**src/rtl/operand_loader.sv**
```systemverilog
// Serial byte loader assembling A(16)/B(16)/C(8) frames; define OPERAND_LOADER_CHECKSUM_EN for a trailing XOR byte.
// Latency: en strobes the cycle after the edge accepting the final byte; one frame per (frame bytes + 1) cycles.
// Backpressure: din_ready drops only for the single ISSUE cycle; stalled partial frames are dropped after TIMEOUT_CYCLES.
module operand_loader #(
    parameter int unsigned TIMEOUT_CYCLES = 255
) (
    input  logic        clk,
    input  logic        rst,
    input  logic [7:0]  din,
    input  logic        din_valid,
    output logic        din_ready,
    output logic [15:0] a,
    output logic [15:0] b,
    output logic [7:0]  c,
    output logic        en,
    output logic        busy,
    output logic        frame_err
);

`ifdef OPERAND_LOADER_CHECKSUM_EN
    localparam int unsigned FRAME_BYTES = 6;
`else
    localparam int unsigned FRAME_BYTES = 5;
`endif

    localparam logic [2:0]  LAST_IDX = 3'(FRAME_BYTES - 1);
    localparam logic [15:0] TO_LAST  = 16'(TIMEOUT_CYCLES - 1);

    typedef enum logic {
        LOAD,
        ISSUE
    } state_t;

    state_t      state;
    state_t      state_nx;
    logic [2:0]  idx;
    logic [2:0]  idx_nx;
    logic [15:0] cnt;
    logic [15:0] cnt_nx;
    logic        frame_err_nx;

    logic [15:0] sh_a;
    logic [15:0] sh_b;
`ifdef OPERAND_LOADER_CHECKSUM_EN
    logic [7:0]  sh_c;
`endif

    logic        accept;
    logic        last_byte;
    logic        frame_ok;
    logic        commit;

    assign din_ready = (state == LOAD);
    assign en        = (state == ISSUE);
    assign busy      = (idx != 3'd0) || (state == ISSUE);

    assign accept    = din_ready && din_valid;
    assign last_byte = accept && (idx == LAST_IDX);

`ifdef OPERAND_LOADER_CHECKSUM_EN
    // Final byte must equal the XOR of the five payload bytes already in the shadows.
    assign frame_ok = (din == (sh_a[15:8] ^ sh_a[7:0] ^ sh_b[15:8] ^ sh_b[7:0] ^ sh_c));
`else
    assign frame_ok = 1'b1;
`endif

    assign commit = last_byte && frame_ok;

    always_ff @(posedge clk or posedge rst) begin
        if (rst) begin
            state     <= LOAD;
            idx       <= 3'd0;
            cnt       <= 16'd0;
            frame_err <= 1'b0;
        end else begin
            state     <= state_nx;
            idx       <= idx_nx;
            cnt       <= cnt_nx;
            frame_err <= frame_err_nx;
        end
    end

    always_comb begin
        state_nx     = state;
        idx_nx       = idx;
        cnt_nx       = cnt;
        frame_err_nx = 1'b0;
        case (state)
            LOAD: begin
                if (accept) begin
                    // An accepted byte always clears the idle counter, even on the would-be timeout edge.
                    cnt_nx = 16'd0;
                    if (last_byte) begin
                        idx_nx = 3'd0;
                        if (frame_ok) begin
                            state_nx = ISSUE;
                        end else begin
                            frame_err_nx = 1'b1;
                        end
                    end else begin
                        idx_nx = idx + 3'd1;
                    end
                end else if (idx != 3'd0) begin
                    if (cnt == TO_LAST) begin
                        idx_nx       = 3'd0;
                        cnt_nx       = 16'd0;
                        frame_err_nx = 1'b1;
                    end else begin
                        cnt_nx = cnt + 16'd1;
                    end
                end else begin
                    cnt_nx = 16'd0;
                end
            end
            ISSUE: begin
                state_nx = LOAD;
                idx_nx   = 3'd0;
                cnt_nx   = 16'd0;
            end
            default: begin
                state_nx = LOAD;
                idx_nx   = 3'd0;
                cnt_nx   = 16'd0;
            end
        endcase
    end

    // Shadow capture keeps the visible operands frozen while a frame trickles in.
    always_ff @(posedge clk or posedge rst) begin
        if (rst) begin
            sh_a <= 16'd0;
            sh_b <= 16'd0;
`ifdef OPERAND_LOADER_CHECKSUM_EN
            sh_c <= 8'd0;
`endif
        end else if (accept) begin
            case (idx)
                3'd0: sh_a[15:8] <= din;
                3'd1: sh_a[7:0]  <= din;
                3'd2: sh_b[15:8] <= din;
                3'd3: sh_b[7:0]  <= din;
`ifdef OPERAND_LOADER_CHECKSUM_EN
                3'd4: sh_c       <= din;
`endif
                default: ;
            endcase
        end
    end

    always_ff @(posedge clk or posedge rst) begin
        if (rst) begin
            a <= 16'd0;
            b <= 16'd0;
            c <= 8'd0;
        end else if (commit) begin
            a <= sh_a;
            b <= sh_b;
`ifdef OPERAND_LOADER_CHECKSUM_EN
            c <= sh_c;
`else
            c <= din;
`endif
        end
    end

endmodule

```
**config.mk**
```make
export PLATFORM = sky130hd
export DESIGN_NAME = operand_loader
export DESIGN_NICKNAME = d
export VERILOG_FILES = /design/src/rtl/operand_loader.sv
export SDC_FILE = /design/constraint.sdc
export NUM_CORES = 1
export LEC_CHECK = 0
export CAP_MARGIN = 20
export CORE_MARGIN = 2
export CORE_UTILIZATION = 54
export CTS_CLUSTER_DIAMETER = 40
export CTS_CLUSTER_SIZE = 24
export DETAILED_ROUTE_END_ITERATION = 7
export GPL_ROUTABILITY_DRIVEN = 0
export PLACE_DENSITY_LB_ADDON = 0.3
export SYNTH_ARGS = -nofsm -noshare
export SYNTH_HDL_FRONTEND = slang
export SYNTH_SLANG_ARGS = --single-unit
export TNS_END_PERCENT = 30
```
**constraint.sdc**
```tcl
create_clock -name clk -period 3.5 [get_ports clk]
set_input_delay 0.525 -clock clk [delete_from_list [all_inputs] [get_ports clk]]
set_output_delay 0.525 -clock clk [all_outputs]
set_load 0.02 [all_outputs]
```
# Word level (Yosys, flattened, before mapping)
# Index checks and enable logic that the tools add are counted.
[totals] register_bits=93 in_bits=11 elab_cells=47
[classes] add_sub_neg=2 eq_ne=7 n_mux=16 bitwise_logic=1 n_reduce_logical=10
[ops] operator="$mux 16" n=3
[ops] operator="$pmux 16 s2" n=1
[ops] operator="$add 16x1->16 const B" n=1
[ops] operator="$eq 16x8->1 const B" n=1
[ops] operator="$mux 3" n=4
[ops] operator="$reduce_and 2->1" n=5
[ops] operator="$eq 3x2->1 const B" n=2
[ops] operator="$mux 1" n=6
[ops] operator="$ne 3x1->1 const B" n=2
[ops] operator="$pmux 3 s2" n=1
[ops] operator="$add 3x1->3 const B" n=1
[ops] operator="$eq 3x1->1 const B" n=1
[ops] operator="$eq 3x3->1 const B" n=1
[ops] operator="$logic_not 3->1" n=1
[ops] operator="$reduce_bool 3->1" n=1
[ops] operator="$logic_and 1x1->1" n=2
[ops] operator="$pmux 1 s2" n=1
[ops] operator="$logic_or 1x1->1" n=1
[ops] operator="$not 1->1" n=1

# Logic depth before layout (Yosys ltp)
# Gate-level depths: netlist of run 1.
[depth] ltp_word=6 ltp_mapped=7

# Worst setup path after synthesis of run 1
# OpenSTA, ideal clock, no wires.
[synth_timing] kind="input port to flip-flop" start="input din_valid" end="register sh_a[0]" arrival_time_ns=1.806 required_ns=3.375 slack_ns=1.569 stages=5 n_path_buf=2 cell_sequence="clkbuf_1 nor2b_1 and3_1 clkbuf_1 mux2_2"
[synth_via] elab_chain_len=2
[synth_rtl] element="start: declaration" line="10" source="input logic din_valid,"
[synth_rtl] element="$logic_and 1x1->1" line="57" source="assign accept = din_ready && din_valid;"
[synth_rtl] element="$reduce_and 2->1 (no line)"
[synth_rtl] element="end signal: assignment" line="139" source="3'd1: sh_a[7:0] <= din;"
[synth_rtl] element="end: declaration" line="42" source="logic [15:0] sh_a;"
# Every way passes these cells.
# A chain may end at the register's enable or synchronous reset.

# Final worst setup path of run 1
[layout_timing] start="register idx[0]" end="output busy"
[layout_via] elab_chain_len=2
[layout_rtl] element="start: declaration" line="36" source="logic [2:0] idx;"
[layout_rtl] element="start signal: assignment" line="77" source="idx <= idx_nx;"
[layout_rtl] element="$reduce_bool 3->1" line="55" source="assign busy = (idx != 3'd0) || (state == ISSUE);"
[layout_rtl] element="$logic_or 1x1->1" line="55"
[layout_rtl] element="end: declaration" line="16" source="output logic busy,"
# Every way passes these cells.

==> results of run 1 <==
-- worst register-to-register path: cells and delay by family (launching register included) --
| kind | cells | cell delay, ns |
|---|---|---|
| fa+ha+maj | 1 | 0.22 |
| buf+inv | 1 | 0.14 |
| flops | 1 | 0.41 |
| mux | 1 | 0.40 |
| simple gates | 2 | 0.85 |
-- flip-flops by register name (all words and copies together) (netlist names) --
signal and count:
a 16, b 16, cnt 16, sh_a 16
sh_b 16, c 8, idx 3, en 1
frame_err 1
-- power breakdown --
part | total (mW) | internal [mW] | switching (mW)
sequential | 1.76 | 1.51 | 0.248
combinational | 1.50 | 0.825 | 0.676
clock | 0.714 | 0.337 | 0.377
total | 3.97 | 2.67 | 1.30
-- routing by layer --
metal,part of all wire,GRT usage,routed length (um)
met3,0.035,0.0351,231
met5,0,0,0
met1,0.48,0.266,3130
met4,0.013,0.0713,84
met2,0.48,0.295,3140
-- placed cells by master, fill, tap and decap left out --
master           Yosys  layout
dfrtp_1             93      93
nand3_1              6       5
inv_1                9       8
mux2_2              72      72
nor2_1              22      22
xnor2_1             10      10
clkbuf_8             0       9
buf_4                0       1
or4_1                1       1
and4_1               1       1
and3_1               2       2
clkinv_2             0       2
a2bb2oi_1            1       1
or4_4                1       1
nand2_2              1       1
bufinv_16            0       1
inv_6                0       3
nand4_1              3       3
nor4_1               4       4
buf_12               0       1
ha_1                 7       7
clkbuf_1             4       1
a21oi_1              2       2
and2_1               1       1
clkinvlp_4           0       1
nand3_2              0       1
or3_1                1       1
nor2b_1              2       2
nor3_1               5       5
o21ai_0              2       2
nand4_2              1       1
nand2_1              9       9
clkdlybuf4s50_1      0      54
nand4b_1             1       1
xor2_1               4       4
-- cell families (layout without fill, tap and decap cells) --
group                    after synthesis  after routing  synth area share
multiplexers                          72             72             0.216
adder cells (fa/ha/maj)                7              7            0.0233
buffers and inverters                 18             81            0.0200
XOR/XNOR                              14             14            0.0326
AND/OR/NAND/NOR                       61             61            0.0819
flip-flops                            93             93             0.619
AO/OA/AOI/OAI                          5              5           0.00765
-- final cells by class --
class / count / area share
sequential: 93 / 0.507
multi-input combinational: 159 / 0.297
timing repair buffer: 56 / 0.124
clock buffer: 10 / 0.0278
tap: 80 / 0.0218
clock inverter: 6 / 0.0150
inverter: 9 / 0.00763
-- Yosys cell counts, types with 3 or more instances --
cell type | n | area [sq um]
buf_1 | 4 | 15.0
nand3_1 | 6 | 30.0
nand4_1 | 3 | 18.8
mux2_2 | 72 | 811
xnor2_1 | 10 | 87.6
inv_1 | 9 | 33.8
xor2_1 | 4 | 35.0
clkbuf_1 | 4 | 15.0
nand2_1 | 9 | 33.8
nor3_1 | 5 | 25.0
dfrtp_1 | 93 | 2330
ha_1 | 7 | 87.6
nor4_1 | 4 | 25.0
nor2_1 | 22 | 82.6
-- worst min path at each step --
stage	slack [ns]	endpoint
floorplan	0.47	b[0]
global placement	0.48	b[5]
detailed placement	0.49	a[5]
CTS	0.50	b[5]
global route	0.52	a[9]
finish	0.51	b[7]
==> results.toml, run 1 <==
[layout]
drive_gt1_frac = 0.282
fin_area_sq_um = 4590
utilization = 0.679
fillers = 493
multi_input_area_sq_um = 1360
area_growth_pct = 22.1
register_area_sq_um = 2330
final_cells = 413
diodes = 0
nets = 346

[timing]
hold_viol_final = 0
fin_skew_ns = 0.0101
fin_crit_ns = 2.64
finalSetupTns_ns = 0
timing.final.crit_share = 0.755
tightestPinTransition_ns = 0.762
setup_slack_ns = 0.856
maxSlewViolCount = 0
slew_headroom = 0.492
holdWs_ns = 0.506
rsz0062_at_grt = "no"
setup_viol = 0
fmax_ghz = 0.378

[clock_network]
cts-buffers-inserted = 9
cts_hold_buf = 0
htreeDepth = 3
clkSinkCount = 93
postCtsSetupBuffers = 0
cts_tree = "done"
post_cts_resized = 0
clk_pin_slew_ns = 0.09
cts-root-buf = "clkbuf_8"
cts_buffer_depth = 2
worstSkewPairLatency_ns = 0.35

[worst_hold_path]
hold_class = "reg -> reg"
holdPathStages = 1
hold_start = "sh_b[7]"

[worst_setup_path]
crit_path_end = "busy"
cpPeakStageDelay_ns = 0.54
worstSetupStartpointType = "register"
rrSetupSlack_ns = 1.37
critPathMaxFanout = 6
r2r_end = "sh_a[8]"
end_kind = "primary output"
path_cells = "inv_1, ha_1, nor2b_1, nand2_1, clkdlybuf4s50_1"
critical-path-top-delay-family = "buffers and inverters"
critPathSlowestCell = "clkdlybuf4s50_1"
critPathKind = "reg -> out"
required_ns = 2.97
critPathLaunch = "idx[0]"
cp_num_buf_inv = 2
crit_arrival_ns = 2.12
r2r_cells = 5
path_depth = 5
r2r_start = "idx[0]"

[global_route]
grtUsageTotal = 0.190
grt_pass1_wl_mm = 11.2
first_global_vias = 2328
antenna_found_initial = 0
grt-ovfl-total = 0
grt_max_degree = 51

[power_and_ir_drop]
ir_worst_vdd_uv = 447
leakagePower_nw = 2.01
finalPower_mw = 3.97
power_density_nw_per_um2 = 866

[synth]
ys_types = 28
syn_nets = 288
synth-seq-area-share = 0.619
synth-edff-count = 0
ys.flop_type = "dfrtp_1"
ys_ff_latch = 93
synth_warnings = 0
async_flop_share = 1.00
synth.avg_cell_area_sq_um = 13.9
syn_inst = 270
synth_area_sq_um = 3760

[floorplan]
core_sq_um = 6760
chipHeight_um = 87.4
dieArea_sq_um = 7650
die_w_um = 87.4
rows = 30
initial_core_util = 0.556
ios = 55

[place]
placed_area_sq_um = 4390
port_buffers = 54
place_hpwl_mm = 4.44
placed_cells = 397
preCtsSetupSlack_ns = 1.00

[detailed_routing]
vias = 2268
firstDrtPassIters = 5
drtAntennaViolNets = 0
via_per_inst = 5.49
drtIter0Drc = 89
post_drt_wl_per_cell_um = 15.9
drt-total-wl_mm = 6.58
drc_errors = 0

[status]
status = "complete, no violations"

[run]
drv_cap = 0
No activity file was read; power rests on OpenSTA's default activity.
==> run 2: changes to the inputs <==
--- a/config.mk
+++ b/config.mk
@@ -7,7 +7,7 @@
 export LEC_CHECK = 0
 export CAP_MARGIN = 20
 export CORE_MARGIN = 2
-export CORE_UTILIZATION = 54
+export CORE_UTILIZATION = 48
 export CTS_CLUSTER_DIAMETER = 40
 export CTS_CLUSTER_SIZE = 24
 export DETAILED_ROUTE_END_ITERATION = 7
==> constraint.sdc (replaced) <==
create_clock -name clk -period 2.3 [get_ports clk]
set_input_delay 0.345 -clock clk [delete_from_list [all_inputs] [get_ports clk]]
set_output_delay 0.345 -clock clk [all_outputs]
set_load 0.02 [all_outputs]
==> run 2 against run 1 <==
Sequential power rose by 52%. Combinational power rose by 53%. Sequential share of layout area fell by 1.1 points. Register-to-register slack got worse by 1.1 ns. Critical path type unchanged. Via count fell by 2.6%. Largest power group unchanged. Worst hold slack got worse by 0.13 ns. First-iteration DRC count fell by 44%. Critical path depth did not move.
==> results.toml, run 2 (synthesis results as in run 1) <==
[timing]
hold_viol_final = 0
fin_skew_ns = 0.00850
fin_crit_ns = 2.05
fmax_ghz = 0.487
slew_headroom = 0.646
setup_viol = 0
timing.final.crit_share = 0.893
finalSetupTns_ns = 0
maxSlewViolCount = 0
holdWs_ns = 0.379
tightestPinTransition_ns = 0.530
rsz0062_at_grt = "no"

[worst_setup_path]
worstSetupStartpointType = "register"
critPathKind = "reg -> out"
required_ns = 1.96
critPathSlowestCell = "dfrtp_1"
rrSetupSlack_ns = 0.25
end_kind = "primary output"
path_cells = "inv_1, ha_1, nor2b_2, nand2_1, dlygate4sd2_1"
crit_arrival_ns = 1.71
critPathMaxFanout = 4
cpPeakStageDelay_ns = 0.40

[global_route]
use_met2 = 0.267
grt_pass1_wl_mm = 11.2
grt_max_degree = 46
grtUsageMet1 = 0.225
top_usage_layer = "met2"
met3_usage = 0.0586
grtUsageTotal = 0.169
first_global_vias = 2230
antenna_found_initial = 0
grt-ovfl-total = 0

[clock_network]
post_cts_resized = 2
htreeDepth = 3
cts-root-buf = "clkbuf_8"
clkSinkCount = 93
clk_pin_slew_ns = 0.09
cts_hold_buf = 0
cts_tree = "done"
cts-buffers-inserted = 9
cts_buffer_depth = 2
postCtsSetupBuffers = 0
worstSkewPairLatency_ns = 0.36

[floorplan]
rows = 32
chipHeight_um = 92.5
dieArea_sq_um = 8560
ios = 55
core_sq_um = 7650
die_w_um = 92.5
initial_core_util = 0.492

[power_and_ir_drop]
ir_worst_vdd_uv = 493
leakagePower_nw = 2.04
finalPower_mw = 6.07
power_density_nw_per_um2 = 1300

[layout]
final_cell_mix = "93 x dfrtp_1, 72 x mux2_2, 53 x clkdlybuf4s50_1"
drive_gt1_frac = 0.299
area_growth_pct = 24.8
diodes = 0
fillers = 611
layout_commonest_cell = "dfrtp_1"
nets = 351

[place]
port_buffers = 54
place_hpwl_mm = 4.51

[detailed_routing]
drc_errors = 0
firstDrtPassIters = 4
drtIter0Drc = 50
drt-total-wl_mm = 6.50
via_per_inst = 5.02
post_drt_wl_per_cell_um = 14.8
vias = 2210
drtAntennaViolNets = 0

[status]
status = "complete, no violations"

[run]
drv_cap = 0

[worst_hold_path]
hold_class = "in -> async"
## run 2: worst paths after layout
| path | to | cells after the start | start |
|---|---|---|---|
| worst max-delay path | busy | 5 | idx[0] |
| worst min-delay path | sh_b[2] | 2 | rst |
| worst max register to register | cnt[5] | 4 | cnt[9] |
| worst min register to register | a[13] | 1 | sh_a[13] |
| max in group asynchronous | sh_a[7] | 3 | rst |
| min in group clk | a[13] | 1 | sh_a[13] |
## run 2: final cells by class
cell class / instances / area (sq um) / area share
Timing Repair Buffer: 61 / 629 / 0.134
Clock buffer: 9 / 124 / 0.0264
Clock inverter: 7 / 80.1 / 0.0171
Inverter: 9 / 37.5 / 0.00800
Sequential cell: 93 / 2330 / 0.496
Multi-Input combinational cell: 159 / 1370 / 0.291
Tap cell: 102 / 128 / 0.0272
## run 2: metrics by stage
step / cells / area (sq um) / util / setup slack [ns]
4_1_cts: 440 / 4690 / 0.613 / 0.214
3_5_place_dp: 424 / 4490 / 0.587 / 0.169
3_3_place_gp: 424 / 4490 / 0.587 / 0.214
5_1_grt: 440 / 4690 / 0.613 / 0.111
2_1_floorplan: 270 / 3760 / - / 0.395
6_report: 440 / 4690 / 0.613 / 0.246
## run 2: report_power, final
| group | internal [mW] | switching [mW] |
|---|---|---|
| registers | 2.30 | 0.371 |
| clock network | 0.518 | 0.592 |
| logic | 1.28 | 1.02 |
| total | 4.10 | 1.98 |
## run 2: critical path: cells and delay by family (launching register included)
family | cells | cell delay (ns)
buf+inv | 2 | 0.44
flops | 1 | 0.40
simple gates | 2 | 0.29
fa+ha+maj | 1 | 0.22
## run 2: metal layers
metal / vias to the layer above / routed length, um
met5: - / 0
met4: 0 / 51
met3: 5 / 285
met2: 42 / 3170
met1: 1103 / 2990
li1: 1060 / -
==> run 3: changes to the inputs <==
--- a/config.mk
+++ b/config.mk
@@ -7,12 +7,13 @@
 export LEC_CHECK = 0
 export CAP_MARGIN = 20
 export CORE_MARGIN = 2
-export CORE_UTILIZATION = 48
+export CORE_UTILIZATION = 35
 export CTS_CLUSTER_DIAMETER = 40
 export CTS_CLUSTER_SIZE = 24
 export DETAILED_ROUTE_END_ITERATION = 7
 export GPL_ROUTABILITY_DRIVEN = 0
 export PLACE_DENSITY_LB_ADDON = 0.3
+export SKIP_CTS_REPAIR_TIMING = 1
 export SYNTH_ARGS = -nofsm -noshare
 export SYNTH_HDL_FRONTEND = slang
 export SYNTH_SLANG_ARGS = --single-unit
==> run 3 against run 2 <==
Combinational power is essentially flat. Clock skew grew 0.0039 ns. Sequential share of layout area shrank 0.15 points. Clock-buffer cell count is the same. Clock power is essentially flat. Die area grew 35%. Critical path depth shrank 1. Setup slack lost 0.035 ns. Utilization shrank 16 points. Worst hold slack gained 0.068 ns. Largest cell class unchanged. Register-to-register slack lost 0.04 ns.
==> results.toml, run 3 (synthesis results as in run 1) <==
[status]
status = "complete, no violations"

[layout]
diodes = 0
area_growth_pct = 25.1
nets = 350
final_cells = 473
layout_commonest_cell = "dfrtp_1"
drive_gt1_frac = 0.297
final_cell_mix = "93 x dfrtp_1, 72 x mux2_2, 53 x clkdlybuf4s50_1"

[detailed_routing]
via_per_inst = 4.68
drtIter0Drc = 72
post_drt_wl_per_cell_um = 15.1
drtAntennaViolNets = 0
firstDrtPassIters = 4
drc_errors = 0
drt-total-wl_mm = 7.13
vias = 2216

[worst_setup_path]
crit_path_end = "cnt[5]"
critPathKind = "reg -> reg"
required_ns = 2.54
r2r_start = "cnt[8]"
rrSetupSlack_ns = 0.21
worstSetupStartpointType = "register"
critPathMaxFanout = 16
r2r_cells = 4
r2r_end = "cnt[5]"
critPathLaunch = "cnt[8]"
end_kind = "register"
crit_arrival_ns = 2.33

[clock_network]
cts-buffers-inserted = 9
worstSkewPairLatency_ns = 0.37
cts_tree = "done"
clk_pin_slew_ns = 0.10
htreeDepth = 3
clkSinkCount = 93
cts-root-buf = "clkbuf_8"
cts_buffer_depth = 2

[global_route]
grt_max_degree = 94
antenna_found_initial = 0
grtUsageTotal = 0.135
first_global_vias = 2275
grt_pass1_wl_mm = 11.8
grt-ovfl-total = 0

[run]
drv_cap = 0

[timing]
finalSetupTns_ns = 0
setup_viol = 0
maxSlewViolCount = 0
fin_crit_ns = 2.09
fmax_ghz = 0.479
slew_headroom = 0.679
fin_skew_ns = 0.0125
timing.final.crit_share = 0.908
rsz0062_at_grt = "no"
tightestPinTransition_ns = 0.481
hold_viol_final = 0

[floorplan]
ios = 55
core_sq_um = 10400
rows = 37
dieArea_sq_um = 11600
initial_core_util = 0.363
chipHeight_um = 108
die_w_um = 108

[power_and_ir_drop]
power_density_nw_per_um2 = 1290
ir_worst_vdd_uv = 552
leakagePower_nw = 2.04
finalPower_mw = 6.08

[worst_hold_path]
hold_class = "in -> async"

[place]
placed_cells = 457
port_buffers = 54
place_hpwl_mm = 4.91
## run 3: changes by cell type in the layout (fill, tap and decap cells not counted)
cell	before	now
buf_12	3	1
buf_4	4	5
bufinv_16	1	0
clkinv_4	0	1
clkinv_8	0	1
clkinvlp_4	3	2
dlygate4sd2_1	1	0
dlymetal6s2s_1	0	1
inv_6	4	1
inv_8	0	3
nor2b_2	1	0
nor2b_4	0	1
## run 3: stage by stage
| step | hold WS [ns] | worst slack, ns | util | cell area, sq um |
|---|---|---|---|---|
| 2_1_floorplan | 0.475 | 0.395 | - | 3760 |
| 3_3_place_gp | 0.483 | 0.162 | 0.434 | 4500 |
| 3_5_place_dp | 0.491 | 0.157 | 0.434 | 4500 |
| 4_1_cts | 0.470 | -0.183 | 0.453 | 4690 |
| 5_1_grt | 0.475 | 0.116 | 0.454 | 4700 |
| 6_report | 0.447 | 0.211 | 0.454 | 4700 |
## run 3: layer usage
metal / vias up / track usage / part of all wire
met1: 1106 / 0.179 / 0.46
met5: - / 0 / 0
met3: 12 / 0.0448 / 0.056
met2: 46 / 0.210 / 0.47
met4: 0 / 0.0440 / 0.013
li1: 1052 / - / -
## run 3: area by class of cell
cell class | instances | area (sq um)
Multi-Input combinational cell | 159 | 1370
Sequential cell | 93 | 2330
Inverter | 9 | 37.5
Fill cell | 962 | 5670
Clock buffer | 9 | 124
Clock inverter | 7 | 75.1
Timing Repair Buffer | 60 | 601
Tap cell | 136 | 170
## run 3: where the power goes
part           switching, mW  internal (mW)
registers              0.386           2.30
clock network          0.652          0.430
logic                   1.03           1.28
## run 3: how the worst min path moves through the flow
| stage | start | to | slack, ns | depth (start not counted) |
|---|---|---|---|---|
| after floorplan | sh_b[0] | b[0] | 0.47 | 1 |
| after global placement | sh_b[5] | b[5] | 0.48 | 1 |
| after detailed placement | sh_b[5] | b[5] | 0.49 | 1 |
| after CTS | rst | a[12] | 0.47 | 3 |
| after global routing | rst | sh_b[3] | 0.47 | 3 |
| final | rst | b[2] | 0.45 | 3 |
## run 3: critical path: stages (launching register included)
cell and delay, ns:
dfrtp_1 0.46, or4_1 0.53, or4_4 0.58, nand2_2 0.29, nor2_1 0.10
